$ cat config.mk
export PLATFORM = sky130hd
export DESIGN_NAME = falling_edge_generator_flat
export DESIGN_NICKNAME = d
export VERILOG_FILES = /design/src/rtl/falling_edge_generator_if.sv /design/src/rtl/falling_edge_generator.sv /design/src/flat_wrapper.sv
export SDC_FILE = /design/constraint.sdc
export NUM_CORES = 1
export LEC_CHECK = 0
export ABC_AREA = 1
export CAP_MARGIN = 5
export CELL_PAD_IN_SITES_DETAIL_PLACEMENT = 1
export CELL_PAD_IN_SITES_GLOBAL_PLACEMENT = 2
export CORE_ASPECT_RATIO = 0.9
export CORE_MARGIN = 3
export CORE_UTILIZATION = 34
export DETAILED_ROUTE_END_ITERATION = 8
export DONT_BUFFER_PORTS = 1
export HOLD_SLACK_MARGIN = 0.06
export PLACE_DENSITY = 0.84
export SETUP_SLACK_MARGIN = 0.05
export SLEW_MARGIN = 40
export SYNTH_ARGS = -nofsm -noshare
export SYNTH_HDL_FRONTEND = slang
export SYNTH_SLANG_ARGS = --single-unit
$ cat constraint.sdc
create_clock -name clk -period 1.8 [get_ports clk]
set_clock_uncertainty 0.05 [all_clocks]
set_input_delay 0.36 -clock clk [delete_from_list [all_inputs] [get_ports clk]]
set_output_delay 0.36 -clock clk [all_outputs]
set_load 0.02 [all_outputs]
$ cat src/rtl/falling_edge_generator_if.sv
// rtl/falling_edge_generator_if.sv - start/abort request and line/status bundle for the falling-edge generator
interface falling_edge_generator_if #(
   parameter int CNT_W = 8
);
   logic             start;
   logic [CNT_W-1:0] num_edges;
   logic             abort;
   logic             ready;
   logic             busy;
   logic             line_out;
   logic             edge_strobe;
   logic             done;

   modport master (
      output start, num_edges, abort,
      input  ready, busy, line_out, edge_strobe, done
   );

   modport slave (
      input  start, num_edges, abort,
      output ready, busy, line_out, edge_strobe, done
   );
endinterface

$ cat src/rtl/falling_edge_generator.sv
// rtl/falling_edge_generator.sv - drives a burst of falling edges with programmable high/low hold times
module falling_edge_generator #(
   parameter int HIGH_CYCLES = 4,
   parameter int LOW_CYCLES  = 4,
   parameter int CNT_W       = 8
) (
   input  logic                     clk,
   input  logic                     reset,
   falling_edge_generator_if.slave  bus
);
   localparam int MAX_HOLD = (HIGH_CYCLES > LOW_CYCLES) ? HIGH_CYCLES : LOW_CYCLES;
   localparam int TW       = $clog2(MAX_HOLD + 1);
   localparam logic [TW-1:0] H_LOAD = TW'(HIGH_CYCLES - 1);
   localparam logic [TW-1:0] L_LOAD = TW'(LOW_CYCLES - 1);

   typedef enum logic [1:0] {
      ST_IDLE = 2'd0,
      ST_HIGH = 2'd1,
      ST_LOW  = 2'd2
   } state_t;

   state_t           state_q;
   logic [CNT_W-1:0] rem_q;
   logic [TW-1:0]    tmr_q;
   logic             line_q;
   logic             strobe_q;
   logic             done_q;
   logic             busy_q;

   // The timer counts down from hold-1 so expiry is simply tmr_q == 0.
   always_ff @(posedge clk or posedge reset) begin
      if (reset) begin
         state_q  <= ST_IDLE;
         rem_q    <= '0;
         tmr_q    <= '0;
         line_q   <= 1'b0;
         strobe_q <= 1'b0;
         done_q   <= 1'b0;
         busy_q   <= 1'b0;
      end else begin
         strobe_q <= 1'b0;
         done_q   <= 1'b0;
         unique case (state_q)
            ST_IDLE: begin
               if (bus.start && (bus.num_edges != '0)) begin
                  state_q <= ST_HIGH;
                  rem_q   <= bus.num_edges;
                  tmr_q   <= H_LOAD;
                  line_q  <= 1'b1;
                  busy_q  <= 1'b1;
               end
            end
            ST_HIGH: begin
               if (bus.abort) begin
                  // Dropping the line from high is a genuine edge, so echo it.
                  state_q  <= ST_IDLE;
                  rem_q    <= '0;
                  tmr_q    <= '0;
                  line_q   <= 1'b0;
                  strobe_q <= 1'b1;
                  busy_q   <= 1'b0;
               end else if (tmr_q == '0) begin
                  state_q  <= ST_LOW;
                  rem_q    <= rem_q - CNT_W'(1);
                  tmr_q    <= L_LOAD;
                  line_q   <= 1'b0;
                  strobe_q <= 1'b1;
               end else begin
                  tmr_q <= tmr_q - TW'(1);
               end
            end
            ST_LOW: begin
               if (bus.abort) begin
                  state_q <= ST_IDLE;
                  rem_q   <= '0;
                  tmr_q   <= '0;
                  busy_q  <= 1'b0;
               end else if (tmr_q == '0) begin
                  if (rem_q == '0) begin
                     state_q <= ST_IDLE;
                     done_q  <= 1'b1;
                     busy_q  <= 1'b0;
                  end else begin
                     state_q <= ST_HIGH;
                     tmr_q   <= H_LOAD;
                     line_q  <= 1'b1;
                  end
               end else begin
                  tmr_q <= tmr_q - TW'(1);
               end
            end
            default: begin
               state_q <= ST_IDLE;
               rem_q   <= '0;
               tmr_q   <= '0;
               line_q  <= 1'b0;
               busy_q  <= 1'b0;
            end
         endcase
      end
   end

   assign bus.ready       = (state_q == ST_IDLE);
   assign bus.busy        = busy_q;
   assign bus.line_out    = line_q;
   assign bus.edge_strobe = strobe_q;
   assign bus.done        = done_q;
endmodule
$ cat src/flat_wrapper.sv
// flat-port wrapper written by rule: the top's interface ports become plain ports
module falling_edge_generator_flat 
#(
   parameter int HIGH_CYCLES = 4,
   parameter int LOW_CYCLES  = 4,
   parameter int CNT_W       = 8
)
  (clk, reset, bus_start, bus_num_edges, bus_abort, bus_ready, bus_busy, bus_line_out, bus_edge_strobe, bus_done);
  falling_edge_generator_if #(.CNT_W(CNT_W)) bus_i ();
  input  logic clk;
  input  logic reset;
  input wire logic [$bits(bus_i.start)-1:0] bus_start;
  input wire logic [$bits(bus_i.num_edges)-1:0] bus_num_edges;
  input wire logic [$bits(bus_i.abort)-1:0] bus_abort;
  output wire logic [$bits(bus_i.ready)-1:0] bus_ready;
  output wire logic [$bits(bus_i.busy)-1:0] bus_busy;
  output wire logic [$bits(bus_i.line_out)-1:0] bus_line_out;
  output wire logic [$bits(bus_i.edge_strobe)-1:0] bus_edge_strobe;
  output wire logic [$bits(bus_i.done)-1:0] bus_done;
  assign bus_i.start = bus_start;
  assign bus_i.num_edges = bus_num_edges;
  assign bus_i.abort = bus_abort;
  assign bus_ready = bus_i.ready;
  assign bus_busy = bus_i.busy;
  assign bus_line_out = bus_i.line_out;
  assign bus_edge_strobe = bus_i.edge_strobe;
  assign bus_done = bus_i.done;
  falling_edge_generator #(.HIGH_CYCLES(HIGH_CYCLES), .LOW_CYCLES(LOW_CYCLES), .CNT_W(CNT_W)) u_core (.clk(clk), .reset(reset), .bus(bus_i));
endmodule
# Yosys cells after proc, flatten, opt, wreduce, memory -nomap -nowiden
# Index checks and enable logic that the tools add are counted.
[classes] order_cmp=0 add_sub_neg=2 n_mux=38 n_reduce_logical=10 bitwise=0 eq_ne=12 n_shift=0 div=0 n_mul=0
[op_table] cell="8-bit two-way mux" count=4
[op_table] cell="8-bit one-hot mux with 3 select lines" count=1
[op_table] cell="1-bit two-way mux" count=18
[op_table] cell="3-bit two-way mux" count=6
[op_table] cell="2-bit two-way mux" count=5
[op_table] cell="3-bit by 2-bit inequality test with 1-bit output, second input constant" count=3
[op_table] cell="3-bit one-hot mux with 3 select lines" count=1
[op_table] cell="8-bit logical NOT" count=1
[op_table] cell="2-bit inequality test, second input constant" count=4
[op_table] cell="8-bit nonzero test" count=1
[op_table] cell="8-bit by 1-bit subtractor with 8-bit output, second input constant" count=1
[op_table] cell="1-bit one-hot mux with 3 select lines" count=2
[op_table] cell="2-bit one-hot mux with 3 select lines" count=1
[op_table] cell="3-bit AND reduction" count=2
[op_table] cell="5-bit AND reduction" count=1
[op_table] cell="2-bit by 1-bit inequality test with 1-bit output, second input constant" count=2
[op_table] cell="4-bit inequality test, second input constant" count=1
[op_table] cell="4-bit AND reduction" count=1
[op_table] cell="3-bit logical NOT" count=1
[op_table] cell="3-bit by 1-bit subtractor with 3-bit output, second input constant" count=1
[op_table] cell="2-bit by 1-bit equality test with 1-bit output, second input constant" count=1
[op_table] cell="2-bit equality test, second input constant" count=1
[op_table] cell="2-bit logical NOT" count=1
[op_table] cell="2-bit AND reduction" count=1
[op_table] cell="1-bit logical AND" count=1
[totals] latch_bits=0 word_cells=69 register_bits=17 mem_bits_rw=0 mem_count=0 rom_bits=0 output_inout_bits=5 in_bits=12

# Depth between registers and ports, before layout
# Gate-level depths: netlist (run 1).
[depth] ltp_word=5 depth_mapped=11

# Worst setup path before layout (run 1)
# OpenSTA, ideal clock, no wires.
[synth_path] kind="register to register" startpoint="register u_core.state_q[0]" endpoint="register u_core.rem_q[4]" t_required_ps=1667 path_stages_with_launch=8 period_less_slack_ps=1535 t_arrival_ps=1402 slack_ps=265 cell_sequence="dfrtp_1 -> inv_1 -> ha_1 -> clkbuf_1 -> nand2_1 -> o21ai_0 -> nand2_1 -> o21ai_0"
[synth_between] elab_chain_cells=3 elab_cells_between_ends=8 cone_classes="eq/ne (5); mux (1); reduce/logical (2)"
[synth_lines] element="start, declared" line_no="falling_edge_generator.sv:22" text="state_t state_q;"
[synth_lines] element="start signal, assigned" line_no="falling_edge_generator.sv:33" text="state_q <= ST_IDLE;"
[synth_lines] element="start signal, assigned" line_no="falling_edge_generator.sv:46" text="state_q <= ST_HIGH;"
[synth_lines] element="start signal, assigned" line_no="falling_edge_generator.sv:56" text="state_q <= ST_IDLE;"
[synth_lines] element="2-bit logical NOT (*)"
[synth_lines] element="via bus_ready" line_no="flat_wrapper.sv:15" text="output wire logic [$bits(bus_i.ready)-1:0] bus_ready;"
[synth_lines] element="2-bit by 1-bit inequality test with 1-bit output (no source line)"
[synth_lines] element="3-bit AND reduction (no source line)"
[synth_lines] element="end signal, assigned" line_no="falling_edge_generator.sv:47" text="rem_q <= bus.num_edges;"
[synth_lines] element="end signal, assigned" line_no="falling_edge_generator.sv:64" text="rem_q <= rem_q - CNT_W'(1);"
[synth_lines] element="end, declared" line_no="falling_edge_generator.sv:23" text="logic [CNT_W-1:0] rem_q;"
# Mark *: on every way through the listed nets, which the timed path passes. The rest lies on a longest branch.
# A chain may end at the register's enable or synchronous reset.

# Worst setup path after layout (run 1)
[layout_path] startpoint="register u_core.state_q[0]" endpoint="output bus_ready"
[layout_between] elab_chain_cells=1
[layout_lines] element="2-bit logical NOT" line_no="falling_edge_generator.sv:103" text="assign bus.ready = (state_q == ST_IDLE);"
[layout_lines] element="end, declared" line_no="flat_wrapper.sv:15"
# Every way passes these cells.

==> reports/metrics.csv, run 1 <==
metric;value;unit
setup_viol;0;
htreeDepth;1;
max_freq;0.592;GHz
nets;204;
hold_ws;42.9;ps
synthesis.area;1200;um^2
yosysSeqAreaShare;35.5;%
max_slew_margin;54.5;%
tritoncts;done;
worstSetupEndpointType;primary output;
final.period_utilization;93.9;%
drv_cap;0;
p_leak;0.718;nW
dieHeight;62.4;um
vias;1150;
viasPerCell;5.09;
place_inst;215;
synth_nets;192;
synth_cell_types;22;
root_buffer;clkbuf_8;
wire_per_inst;14.4;um
drive_above_1_share;17.9;%
groute.usage.overall;16.3;%
p_per_area;1980;nW/um^2
avgSynthCellArea;6.94;um^2
routed_wl;3.26;mm
area_growth;17.5;%
path_max_fanout;8;
ios;17;
slowest_delay;420;ps
clk_path_buf_depth;2;
required;1390;ps
final_common_cell;nand2_1;
ys_ff_latch;17;
tightestPinTransition;682;ps
path_class;reg2out;
hold_viol_final;0;
hold_class;in2async;
drc;0;
grt_pass1_wl;5.43;mm
rows;19;
grt_max_degree;18;
cts-buffers-inserted;3;
synth_edf_count;0;
cts_hold_buf;0;
synthArstFlopShare;100;%
vdd_drop_max;724;uV
path_clk_slew;70;ps
clkLatencyLatePin;250;ps
status;complete, no violations;
dpl.hpwl;2.43;mm
portBuffers;0;
gp_congestion;0.818;
path_cells;inv_1 -> ha_2 -> buf_4;
setup_tns;0;ps
antenna_found_initial;0;
start_util;37.4;%
core_area;3210;um^2
start_kind;register;
reg2reg_depth;9;
grt_setup_unrepaired;true;
crit_slowest_cell;dfrtp_1;
final-max-slew-violation-count;0;
finalNonFillerCells;226;
fin_util;43.9;%
fp.dieW;68.6;um
period_needed;1690;ps
drt_iter0_markers;40;
postRouteAntennaNets;0;
die-area;4280;um^2
cts.sinks;17;
cp.arrival;1280;ps
synth_cells;173;
dr.pass1.iters;4;
ys.flop_type;dfrtp_1;
layout_common_cells;nand2_1, inv_1, dfrtp_1;
grt_pass1_vias;1163;
grt_overflow;0;
yosys_warnings;0;
diodes;0;
metrics by stage:
stage | setup WS (ps) | power (mW) | cell area [um^2]
6_report | 110 | 2.79 | 1410
5_1_grt | 26.6 | 3.09 | 1410
4_1_cts | 60.6 | 2.55 | 1320
3_5_place_dp | 39.1 | 2.16 | 1250
3_3_place_gp | 46.4 | 2.10 | 1250
2_1_floorplan | 265 | 1.82 | 1200
kinds of logic (layout without fill, tap and decap cells):
| family | after synthesis | in the layout | synth area share [%] |
|---|---|---|---|
| fa+ha+maj | 7 | 7 | 7.30 |
| compound gates | 27 | 27 | 13.6 |
| buf+inv | 25 | 36 | 8.45 |
| xor+xnor | 1 | 1 | 0.730 |
| simple gates | 96 | 96 | 34.5 |
| flops | 17 | 17 | 35.5 |
state kept, by name (all words and copies together), names as in the netlist:
register / flops
u_core.rem_q: 8
u_core.tmr_q: 3
u_core.state_q: 2
u_core.bus.busy: 1
u_core.bus.done: 1
u_core.bus.edge_strobe: 1
u_core.bus.line_out: 1
report_power, final:
part	total (mW)	internal, mW	switching [mW]	leakage, nW
Clock	0.292	0.157	0.134	0.0228
Sequential	0.705	0.553	0.152	0.216
Combinational	1.80	0.735	1.06	0.480
Total	2.79	1.45	1.35	0.718
layer usage:
metal | global-route usage (%) | up-vias | share of wire, %
li1 | - | 576 | -
met1 | 22.1 | 553 | 48
met2 | 25.4 | 19 | 46
met3 | 5.23 | 2 | 5.4
met4 | 2.48 | 0 | 0.55
met5 | 0 | - | 0
critical path, delay by kind of cell, from the launching register on:
| family | cells | cell delay, ps |
|---|---|---|
| fa+ha+maj | 1 | 320 |
| buf+inv | 2 | 290 |
| flops | 1 | 420 |
Yosys cell counts (all sizes together), types with 2 or more instances:
cell | number | area share, %
o21ai | 19 | 8.9
nor2 | 19 | 7.0
nand3 | 11 | 4.6
a21oi | 6 | 2.5
ha | 7 | 7.3
nand4 | 5 | 2.6
inv | 23 | 7.2
nor3 | 2 | 0.83
dfrtp | 17 | 35
nand2 | 58 | 19
worst paths after layout:
path	startpoint	to	slack, ps
max	u_core.state_q[0]	bus_ready	110
min reg2reg	u_core.rem_q[6]	u_core.rem_q[6]	430
min	reset	u_core.bus.done	40
max in group asynchronous	reset	u_core.rem_q[4]	1220
min in group clk	bus_abort	u_core.bus.edge_strobe	190
max reg2reg	u_core.tmr_q[1]	u_core.rem_q[2]	110
area by class of cell:
class                   count  area, um^2
well taps                  42        52.6
multi-input cells         131         703
fillers                   425        1800
flip-flops and latches     17         425
clock buffers               4        45.0
repair buffers              9        97.6
inverters                  23        86.3
what timing repair did:
action	CTS	global route
cloned	0	1
setup buffers	1	5
pin swaps	0	3
hold endpoints to repair	0	0
resized for setup	1	13
endpoints found under the setup margin	7	11
(Power assumes the default switching activity.)
==> inputs of run 2 (changes only) <==
Settings changed: CORE_MARGIN 3 to 2, GPL_TIMING_DRIVEN set to 0.
==> reports/metrics.csv, run 2 (synthesis gave the netlist of run 1 again) <==
metric;value;unit;change
status;complete, no violations;;
grt_use_met1;25.1;%;+3.0 points
worstSetupEndpointType;register;;
p_clk_share;11.0;%;+0.6 points
drive_above_1_share;19.6;%;+1.6 points
hold_ws;34.0;ps;-8.93 ps
grt_use_met2;29.7;%;+4.3 points
comb_power_share;62.9;%;-1.4 points
path_cells;inv_2 -> ha_1 -> inv_1 -> nor2_4 -> nor2_2 -> nor2_2 -> a21boi_4 -> buf_6 -> o21ai_0;;
final_area;1390;um^2;-1.2%
worst_r2r_endpoint;u_core.rem_q[3];;
ios;17;;unchanged
p_leak;0.713;nW;-0.71%
start_kind;register;;
final.period_utilization;92.3;%;-1.6 points
vias;1144;;-0.52%
reg2reg_depth;9;;unchanged
layout_common_cells;nand2_1, inv_1, dfrtp_1;;
nets;204;;unchanged
setup_tns;0;ps;unchanged
dr.pass1.iters;4;;unchanged
vdd_drop_max;632;uV;-13%
cts.sinks;17;;unchanged
rrSetupSlack;140;ps;+30 ps
r2r-start;u_core.tmr_q[0];;
clkLatencyLatePin;260;ps;about the same
rows;20;;+1
switching_share;49.8;%;+1.5 points
top_usage_layer;met2;;
fp.dieW;66.6;um;-2.9%
postRouteAntennaNets;0;;unchanged
period_needed;1660;ps;-28.4 ps
cpMostUsedCell;nor2_2;;
grt_pass1_vias;1166;;+0.26%
critical_path.top_delay_family;flip-flops;;
gp_congestion;0.795;;-2.7%
start_util;35.5;%;-1.9 points
finalPower;2.71;mW;-2.9%
p_int;1.36;mW;-5.8%
drv_cap;0;;unchanged
tritoncts;done;;
pwr-share-seq;26.2;%;+0.9 points
final-max-slew-violation-count;0;;unchanged
groute.usage.overall;18.8;%;+2.5 points
cts-buffers-inserted;3;;unchanged
p_per_area;1950;nW/um^2;-1.8%
max_freq;0.602;GHz;+1.7%
die-area;4020;um^2;-6.0%
max_slew_margin;53.8;%;-0.70 points
largest_reg_flops;8;;unchanged
dieHeight;60.4;um;-3.2%
htreeDepth;1;;unchanged
tightestPinTransition;693;ps;+10.5 ps
clk_path_buf_depth;2;;unchanged
path_class;reg2reg;;
critical_path_buf_inv_count;3;;+1
routed_wl;3.33;mm;+2.1%
regMostFlops;u_core.rem_q;;
viasPerCell;5.02;;-1.4%
diodes;0;;unchanged
setup_viol;0;;unchanged
crit_slowest_cell;dfrtp_1;;
wire_per_inst;14.6;um;+1.2%
drc;0;;unchanged
largestRegisters;u_core.rem_q (8), u_core.tmr_q (3), u_core.state_q (2);;
slowest_delay;400;ps;-20 ps
drt_iter0_markers;28;;-30%
grt_setup_unrepaired;false;;
antenna_found_initial;0;;unchanged
final_common_cell;nand2_1;;
hold_class;in2async;;
path_clk_slew;70;ps;about the same
portBuffers;0;;unchanged
area_growth;16.2;%;
grt_pass1_wl;5.52;mm;+1.7%
hold_viol_final;0;;unchanged
power.switching;1.35;mW;+0.14%
cp.arrival;1750;ps;+470 ps
dpl.hpwl;2.48;mm;+2.0%
required;1890;ps;+500 ps
root_buffer;clkbuf_8;;
core_area;3380;um^2;+5.3%
grt_util_met3;4.27;%;-0.96 points
grt_max_degree;18;;unchanged
grt_overflow;0;;unchanged
path_max_fanout;5;;-3
place_area;1250;um^2;+0.20%
==> run 2: per-stage QoR <==
step                std cells  setup slack (ps)  util, %
floorplan                 173               265        -
global placement          217             -12.0     37.1
detailed placement        217              -110     37.1
CTS                       223              63.1     39.1
global route              228              45.6     41.3
finish                    228               139     41.3
==> run 2: layout make-up <==
cell class	count	area [um^2]
fillers	446	1980
multi-input cells	131	702
flip-flops and latches	17	425
inverters	23	86.3
repair buffers	7	60.1
well taps	44	55.1
clock buffers	3	41.3
plain buffers	2	18.8
clock inverters	1	5.00
==> run 2: power groups by stage <==
stage                     registers [mW]  clock network (mW)  logic, mW
after CTS                          0.705               0.304       1.53
after floorplan                    0.682                   0       1.14
final                              0.710               0.297       1.70
after global routing               0.732               0.318       1.94
after global placement             0.701                   0       1.40
after detailed placement           0.710                   0       1.46
==> run 2: how the worst max path moves through the flow <==
stage	start	endpoint	slack, ps	depth (start not counted)
floorplan	u_core.state_q[0]	u_core.rem_q[4]	270	7
global placement	u_core.state_q[0]	u_core.state_q[0]	-10	6
detailed placement	u_core.state_q[0]	u_core.rem_q[4]	-110	7
CTS	u_core.tmr_q[0]	u_core.rem_q[4]	60	9
global route	u_core.state_q[0]	u_core.state_q[0]	50	10
finish	u_core.tmr_q[0]	u_core.rem_q[3]	140	9
==> run 2: routing by layer <==
metal | share of wire (%) | up-vias
met5 | 0 | -
met4 | 1.7 | 0
met3 | 3.8 | 4
met2 | 45 | 13
met1 | 49 | 555
li1 | - | 572
==> run 2: what timing repair did <==
action | 4_1_cts | 5_1_grt
setup endpoints to repair | 10 | 15
pin swaps | 1 | 1
buffers inserted | 2 | 4
gates resized for setup | 2 | 19
hold buffers | 0 | 0
gates cloned | 0 | 1
